===== src/rtl/bank_seq_pkg.sv =====
// Shared definitions for the bank write sequencer.
//   seq_state_e : sequencer FSM encoding (idle / write / recover)
//   WE_CNT_W    : width of the enable hold counter
package bank_seq_pkg;

   localparam int unsigned WE_CNT_W = 4;

   typedef enum logic [1:0] {
      StIdle    = 2'd0,
      StWrite   = 2'd1,
      StRecover = 2'd2
   } seq_state_e;

endpackage


===== src/rtl/bank_onehot_decoder.sv =====
// One-hot bank decoder.
//   idx_i    : bank index
//   en_i     : decode enable
//   onehot_o : one-hot of idx_i; all zero when en_i is low or idx_i >= NUM_BANKS
module bank_onehot_decoder #(
   parameter int unsigned NUM_BANKS = 4,
   parameter int unsigned SEL_W     = 2
) (
   input  logic [SEL_W-1:0]     idx_i,
   input  logic                 en_i,
   output logic [NUM_BANKS-1:0] onehot_o
);

   // Only indices below NUM_BANKS can match, so out-of-range indices decode to zero.
   always_comb begin
      onehot_o = '0;
      for (int unsigned i = 0; i < NUM_BANKS; i++) begin
         if (en_i && (idx_i == SEL_W'(i))) begin
            onehot_o[i] = 1'b1;
         end
      end
   end

endmodule


===== src/rtl/bank_write_sequencer.sv =====
// Bank write sequencer: accepts one write request at a time, drives a one-hot bank write
// enable for WE_CYCLES cycles, then inserts one recovery cycle. Requests to locked or
// non-existent banks are consumed and answered with a single-cycle wr_err pulse.
//   wb_clk_i / wb_rst_i        : clock, synchronous active-high reset
//   req_valid / req_ready      : request handshake
//   req_bank/req_addr/req_data : request payload
//   bank_lock                  : per-bank lock, sampled at acceptance
//   bank_we/bank_addr/bank_data: registered bank write interface
//   wr_done / wr_err           : completion and reject pulses
module bank_write_sequencer
   import bank_seq_pkg::*;
#(
   parameter int unsigned NUM_BANKS = 4,
   parameter int unsigned SEL_W     = (NUM_BANKS > 1) ? $clog2(NUM_BANKS) : 1,
   parameter int unsigned ADDR_W    = 8,
   parameter int unsigned DATA_W    = 32,
   parameter int unsigned WE_CYCLES = 1
) (
   input  logic                 wb_clk_i,
   input  logic                 wb_rst_i,
   input  logic                 req_valid,
   output logic                 req_ready,
   input  logic [SEL_W-1:0]     req_bank,
   input  logic [ADDR_W-1:0]    req_addr,
   input  logic [DATA_W-1:0]    req_data,
   input  logic [NUM_BANKS-1:0] bank_lock,
   output logic [NUM_BANKS-1:0] bank_we,
   output logic [ADDR_W-1:0]    bank_addr,
   output logic [DATA_W-1:0]    bank_data,
   output logic                 wr_done,
   output logic                 wr_err
);

   seq_state_e          state_q, state_d;
   logic [WE_CNT_W-1:0] cnt_q, cnt_d;
   logic [SEL_W-1:0]    bank_q, bank_d;
   logic [ADDR_W-1:0]   addr_q, addr_d;
   logic [DATA_W-1:0]   data_q, data_d;
   logic [NUM_BANKS-1:0] we_q, we_d;
   logic                ready_q, ready_d;
   logic                done_q, done_d;
   logic                err_q, err_d;

   logic                 accept;
   logic                 req_ok;
   logic [SEL_W-1:0]     dec_idx;
   logic                 dec_en;
   logic [NUM_BANKS-1:0] dec_onehot;

   // The single decoder serves two purposes: in idle it range-checks and decodes the
   // incoming bank, during a write it regenerates the enable from the latched bank.
   bank_onehot_decoder #(
      .NUM_BANKS (NUM_BANKS),
      .SEL_W     (SEL_W)
   ) u_decoder (
      .idx_i    (dec_idx),
      .en_i     (dec_en),
      .onehot_o (dec_onehot)
   );

   always_comb begin
      accept  = req_valid && ready_q;
      dec_idx = (state_q == StIdle) ? req_bank : bank_q;
      dec_en  = accept || (state_q == StWrite);
      // Zero decode covers out-of-range banks; masking with the lock covers locked ones.
      req_ok  = |(dec_onehot & ~bank_lock);

      state_d = state_q;
      cnt_d   = cnt_q;
      bank_d  = bank_q;
      addr_d  = addr_q;
      data_d  = data_q;
      err_d   = 1'b0;

      unique case (state_q)
         StIdle: begin
            if (accept) begin
               if (req_ok) begin
                  bank_d  = req_bank;
                  addr_d  = req_addr;
                  data_d  = req_data;
                  cnt_d   = WE_CNT_W'(WE_CYCLES - 1);
                  state_d = StWrite;
               end else begin
                  err_d = 1'b1;
               end
            end
         end
         StWrite: begin
            if (cnt_q == '0) begin
               state_d = StRecover;
            end else begin
               cnt_d = cnt_q - 1'b1;
            end
         end
         StRecover: begin
            state_d = StIdle;
         end
         default: begin
            state_d = StIdle;
         end
      endcase

      // Outputs are registered, so they are derived from the next state.
      we_d    = (state_d == StWrite) ? dec_onehot : '0;
      done_d  = (state_d == StWrite) && (cnt_d == '0);
      ready_d = (state_d == StIdle);
   end

   always_ff @(posedge wb_clk_i) begin
      if (wb_rst_i) begin
         state_q <= StIdle;
         cnt_q   <= '0;
         bank_q  <= '0;
         addr_q  <= '0;
         data_q  <= '0;
         we_q    <= '0;
         ready_q <= 1'b1;
         done_q  <= 1'b0;
         err_q   <= 1'b0;
      end else begin
         state_q <= state_d;
         cnt_q   <= cnt_d;
         bank_q  <= bank_d;
         addr_q  <= addr_d;
         data_q  <= data_d;
         we_q    <= we_d;
         ready_q <= ready_d;
         done_q  <= done_d;
         err_q   <= err_d;
      end
   end

   assign req_ready = ready_q;
   assign bank_we   = we_q;
   assign bank_addr = addr_q;
   assign bank_data = data_q;
   assign wr_done   = done_q;
   assign wr_err    = err_q;

endmodule


===== config.mk =====
export PLATFORM = sky130hd
export DESIGN_NAME = bank_write_sequencer
export DESIGN_NICKNAME = d
export VERILOG_FILES = /design/src/rtl/bank_seq_pkg.sv /design/src/rtl/bank_onehot_decoder.sv /design/src/rtl/bank_write_sequencer.sv
export SDC_FILE = /design/constraint.sdc
export NUM_CORES = 1
export LEC_CHECK = 0
export ABC_AREA = 0
export CAP_MARGIN = 30
export CELL_PAD_IN_SITES_DETAIL_PLACEMENT = 0
export CELL_PAD_IN_SITES_GLOBAL_PLACEMENT = 1
export CORE_ASPECT_RATIO = 1.25
export CORE_MARGIN = 3
export CORE_UTILIZATION = 31
export DETAILED_ROUTE_END_ITERATION = 8
export HOLD_SLACK_MARGIN = 0.02
export PLACE_DENSITY = 0.89
export SLEW_MARGIN = 30
export SYNTH_ARGS = -nofsm -noshare
export SYNTH_HDL_FRONTEND = slang
export SYNTH_HIERARCHICAL = 1
export SYNTH_SLANG_ARGS = --single-unit

===== constraint.sdc =====
create_clock -name wb_clk_i -period 5.83 [get_ports wb_clk_i]
set_clock_uncertainty 0.05 [all_clocks]
set_input_delay 1.166 -clock wb_clk_i [delete_from_list [all_inputs] [get_ports wb_clk_i]]
set_output_delay 1.166 -clock wb_clk_i [all_outputs]
set_load 0.005 [all_outputs]

* Word level (Yosys, flattened, before mapping) *
Cells that the tools add are included.

operators by class
  add/sub/neg operators = 1
  multiply operators = 0
  div/mod/pow operators = 0
  magnitude comparators = 0
  equal/unequal tests = 5
  shift-type cells = 0
  mux-type cells = 14
  bitwise operators = 5
  reductions and logical operators = 16

operators by type and width
  cell                                                                    number
  4-bit 2-to-1 mux                                                        3
  4-bit zero test                                                         2
  2-bit 2-to-1 mux                                                        4
  4-bit one-hot mux with 2 select lines                                   1
  2-bit by 1-bit equality test with 1-bit output (second input constant)  3
  1-bit logical AND                                                       6
  2-bit zero test                                                         3
  1-bit 2-to-1 mux                                                        5
  4-bit bitwise AND                                                       1
  2-bit equality test (second input constant)                             2
  4-bit inverter                                                          1
  2-bit one-hot mux with 2 select lines                                   1
  4-bit OR reduction                                                      1
  4-bit by 1-bit subtractor with 4-bit output (second input constant)     1
  1-bit inverter                                                          3
  3-bit AND reduction                                                     1
  3-bit OR reduction                                                      1
  2-bit OR reduction                                                      1
  1-bit logical OR                                                        1

word-level totals
  register bits = 55
  bits in latches = 0
  RAM bits = 0
  memory bits (read-only) = 0
  bits of input ports = 49
  output and inout port bits = 47
  word-level logic and storage cells = 50
  memories = 0

* Longest topological paths before layout *
  word-level depth = 13
  mapped depth = 9
  gate-level depth less buffers = 7

* By module *
Netlist, hierarchy kept.

modules (own cells, without submodules)
  module                times used  cells an instance  area an instance (µm²)  seq. area each (µm²)
  bank_write_sequencer  1           243                2034.5                  1101.1
  bank_onehot_decoder   1           4                  37.5                    0.0

* Worst setup path after synthesis *
OpenSTA, ideal clock, no wires.

  kind = input port to flip-flop
  from = input port req_bank[1]
  to = register done_q, in the netlist wr_done
  setup time = 61 ps
  arrival time = 2495 ps
  data required time = 5719 ps
  path slack = 3225 ps
  stages on the path = 7
  buffers on the path = 1
  path through = mux2_2 -> and3b_1 -> nand2b_1 -> a41o_1 -> buf_6 -> a31oi_1 -> and4_1

on the way
  longest elaborated chain between the ends = 11
  elaborated cells between the ends (all ways) = 24
  classes of those cells = 4 x eq/ne; 11 x mux; 1 x bitwise; 8 x reduce/logical

ends and longest elaborated chain
  item                                                                                                   RTL line                     text
  from (decl)                                                                                            bank_write_sequencer.sv:23   input logic [SEL_W-1:0] req_bank,
  2-bit 2-to-1 mux *                                                                                     bank_write_sequencer.sv:63   dec_idx = (state_q == StIdle) ? req_bank : bank_q;
  2-bit by 1-bit equality test with 1-bit output *                                                       bank_onehot_decoder.sv:18    if (en_i && (idx_i == SEL_W'(i))) begin
  1-bit logical AND *                                                                                    bank_onehot_decoder.sv:18
  1-bit 2-to-1 mux *                                                                                     bank_onehot_decoder.sv:18
  net dec_onehot[1]                                                                                      bank_write_sequencer.sv:48   logic [NUM_BANKS-1:0] dec_onehot;
  4-bit bitwise AND *                                                                                    bank_write_sequencer.sv:66   req_ok = |(dec_onehot & ~bank_lock);
  4-bit OR reduction *                                                                                   bank_write_sequencer.sv:66
  2-bit 2-to-1 mux / 4-bit 2-to-1 mux (equally long branches)                                            bank_write_sequencer.sv:78   if (req_ok) begin
  2-bit 2-to-1 mux / 4-bit 2-to-1 mux (equally long branches)                                            bank_write_sequencer.sv:77   if (accept) begin
  2-bit one-hot mux with 2 select lines / 4-bit one-hot mux with 2 select lines (equally long branches)  bank_write_sequencer.sv:75   unique case (state_q)
  2-bit by 1-bit equality test with 1-bit output / 4-bit zero test (equally long branches)               bank_write_sequencer.sv:106  done_d = (state_d == StWrite) && (cnt_d == '0);
  1-bit logical AND *                                                                                    bank_write_sequencer.sv:106
  to (signal assigned)                                                                                   bank_write_sequencer.sv:129  done_q <= done_d;
  to (decl)                                                                                              bank_write_sequencer.sv:41   logic done_q, done_d;

The timed path passes the listed nets; every way through them passes the cells marked *.
A chain may end at the register's enable or synchronous reset.

* Final worst setup path *
  from = input port req_bank[1]
  to = register data_q[19], in the netlist bank_data[19]

on the way
  longest elaborated chain between the ends = 7
  elaborated cells between the ends (all ways) = 16
  classes of those cells = 3 x eq/ne; 5 x mux; 1 x bitwise; 7 x reduce/logical

ends and longest elaborated chain
  item                                  RTL line                     text
  2-bit 2-to-1 mux                      bank_write_sequencer.sv:63
  net dec_idx[1]                        bank_write_sequencer.sv:46   logic [SEL_W-1:0] dec_idx;
  2-bit zero test                       bank_onehot_decoder.sv:18
  1-bit logical AND                     bank_onehot_decoder.sv:18
  1-bit 2-to-1 mux                      bank_onehot_decoder.sv:18
  net dec_onehot[0]                     bank_write_sequencer.sv:48
  4-bit bitwise AND                     bank_write_sequencer.sv:66
  4-bit OR reduction                    bank_write_sequencer.sv:66
  3-bit AND reduction (no source line)  --
  to (signal assigned)                  bank_write_sequencer.sv:126  data_q <= data_d;
  to (decl)                             bank_write_sequencer.sv:38   logic [DATA_W-1:0] data_q, data_d;

The timed path passes the listed nets, and every way through them passes these cells.

==> flow_summary.json <==
{
  "synthSimpleGateAreaFrac": 0.2675,
  "io_buffers": 95,
  "p_total_mw": 0.7237,
  "grtUsageMet1": 0.1640,
  "cts_buffers": 5,
  "synth_top_family_by_area": "simple AND/OR/NAND/NOR gates",
  "ant_nets": 0,
  "power_leakage_nw": 1.086,
  "yosys.area.top_type": "dfxtp_1",
  "synth_top_cell_area_share": 0.5314,
  "synth-compound-area-share": 0.1425,
  "startpoint": "req_bank[1]",
  "clock-sinks": 55,
  "ioPinCount": 96,
  "cts_tree": "done",
  "postSynthAreaPerCell_um2": 8.389,
  "end_kind": "flip-flop",
  "drt_first_iter_violations": 61,
  "cp_slowest_stage_delay_ps": 620,
  "final-max-slew-violation-count": 0,
  "gr-usage-met2": 0.2218,
  "place_inst": 415,
  "rsz0062_at_grt": "false",
  "cts_resized": 0,
  "clkTransAtPathRegs_ps": 90,
  "synth.area.top_cells": "dfxtp_1, nand2_1, a21oi_1",
  "htree_levels": 2,
  "cp_cell_sequence": "clkdlybuf4s50_1 > mux2_2 > nor3b_2 > nand2b_1 > a41oi_4 > buf_4 > nand2_1 > a21oi_1",
  "yosysUniqueCellTypes": 33,
  "clock-root-buffer": "clkbuf_8",
  "clk_latency_ps": 290,
  "final_cells": 423,
  "dieArea_mm2": 0.007707,
  "grt.busiest_layer": "met2",
  "fin_nets": 387,
  "drc": 0,
  "groute.layer.met3.usage": 0.04545,
  "ys_seq_area_frac": 0.5314,
  "vias_per_cell": 4.563,
  "synthCells": 247,
  "hold_violations": 0,
  "rows": 32,
  "syn_area_mm2": 0.002072,
  "path_class": "in -> reg",
  "hold_path_class": "reg -> reg",
  "first_global_vias": 1902,
  "final_area_mm2": 0.003163,
  "worstReg2RegStart": "state_q[1]",
  "num_vias": 1930,
  "powerDensity_mw_per_mm2": 228.8,
  "cp_top_family": "buffers and inverters",
  "slew_headroom": 0.3973,
  "worstPathRequired_ps": 6000,
  "critPathArrivalTime_ps": 3510,
  "start_util": 0.3275,
  "synth_mux_area_frac": 0.01087,
  "startpoint_type": "input port",
  "ys_ff_latch": 55,
  "drive_above_1_share": 0.05325,
  "setup_violations": 0,
  "place_area_mm2": 0.003082,
  "cts_setup_buffers": 0,
  "synth-xor-area-share": 0.004227,
  "worstHoldStart": "bank_data[7]",
  "n_antenna_cell": 0,
  "die_y_um": 97.41,
  "grt_first_pass_wirelength_um": 8514,
  "grt_usage": 0.1332,
  "hpwl_um": 3792,
  "min_period_ps": 3334,
  "outcome": "finished, final reports clean",
  "synthesis.nets": 297,
  "drt_pass1_iterations": 4,
  "setup-tns-final_ps": 0,
  "drv_cap": 0,
  "yosys.area_share.adder": 0.006039,
  "worst_hold_slack_ps": 406.3,
  "area_growth_pct": 52.66,
  "ir_drop_v": 0.0001328,
  "path_max_fanout": 23,
  "totalWireLength_um": 5247,
  "crit_buf_inv": 2,
  "dieWidth_um": 79.13,
  "wl_per_cell_um": 12.40,
  "hold_buffers": 0,
  "grt_max_degree": 51,
  "fmax_mhz": 300.0,
  "cp_slowest_cell": "a41oi_4",
  "cts_buffer_depth": 2,
  "worst_slew_pin_slew_ps": 904.0,
  "core_mm2": 0.006326,
  "grt_antenna_before_repair": 0,
  "period_share": 0.5718,
  "grt_remaining_overflow": 0,
  "gp_congestion": 0.7947,
  "yosys_warnings": 6
}
## where the power goes
group | switching [mW] | internal [mW] | total [mW]
registers | 0.00886 | 0.393 | 0.402
logic | 0.0514 | 0.0729 | 0.124
clock network | 0.113 | 0.0846 | 0.198
total | 0.173 | 0.550 | 0.724
## worst register-to-register path, delay by kind of cell (launching register included)
family	cells	cell delay [ps]
AO/OA/AOI/OAI	2	750
buffers and inverters	1	380
flip-flops	1	340
multiplexers	1	390
AND/OR/NAND/NOR	4	660
## synthesized netlist by cell type, drive strengths merged
cell type,number
nand2b,6
nor4,1
a31oi,3
xnor2,1
nand2,87
inv,2
and3b,2
dfxtp,55
nor2,6
nor2b,1
nor4bb,1
a21boi,1
and3,1
ha,1
or2,1
a41oi,1
a21oi,45
and4,1
nor3b,2
mux2,2
a41o,1
o21a,1
clkbuf,5
and2,4
nand4,1
buf,9
nor3,4
nand4bb,1
or3,1
## kinds of logic after synthesis
logic type                 Yosys count
and+or+nand+nor                    120
buffers and inverters               16
muxes                                2
AOI/OAI and AO/OA                   52
xor gates and xnor gates             1
adders and majority gates            1
DFF                                 55
## final timing paths
path                                      end  slack (ps)  depth (start not counted)
worst max-delay path            bank_data[19]        2500                          8
worst min-delay path             bank_data[7]         410                          2
worst max register to register  bank_data[19]        3180                          8
worst min register to register   bank_data[7]         410                          2
## state kept, by name, summed over array words and instances (netlist names)
name	cells
bank_q	2
cnt_q	4
bank_we	4
state_q	2
bank_addr	8
wr_err	1
bank_data	32
req_ready	1
wr_done	1
## routing by layer
metal	share of wire	vias to the layer above
li1	-	990
met1	0.44	864
met2	0.47	71
met3	0.083	5
met4	0.0076	0
met5	0	-
## layout by cell type (no fill, tap or decap), types with 2 or more instances in the layout
master           Yosys  routed
a21oi_1             44      44
a31oi_1              2       2
and2_1               4       4
and3b_1              2       2
buf_4                0       2
clkbuf_1             5       2
clkbuf_8             0       5
clkdlybuf4s50_1      0      94
dfxtp_1             55      55
inv_1                2       2
mux2_2               2       2
nand2_1             87      87
nand2b_1             6       6
nor2_1               6       6
nor3_1               4       4
## area by class of cell
class,instances,area [um^2]
Sequential cell,55,1101
Tap cell,85,106.4
Inverter,2,7.507
Clock buffer,7,76.32
Timing Repair Buffer,97,960.9
Clock inverter,1,5.005
Fill cell,661,3163
Multi-Input combinational cell,176,905.9
## per-stage QoR
step	util	worst slack, ps
3_5_place_dp	0.4871	2155
5_1_grt	0.5000	2310
4_1_cts	0.5000	2470
6_report	0.5000	2496
3_3_place_gp	0.4869	1881
2_1_floorplan	-	3225
Power figures use the tool's default switching activity.
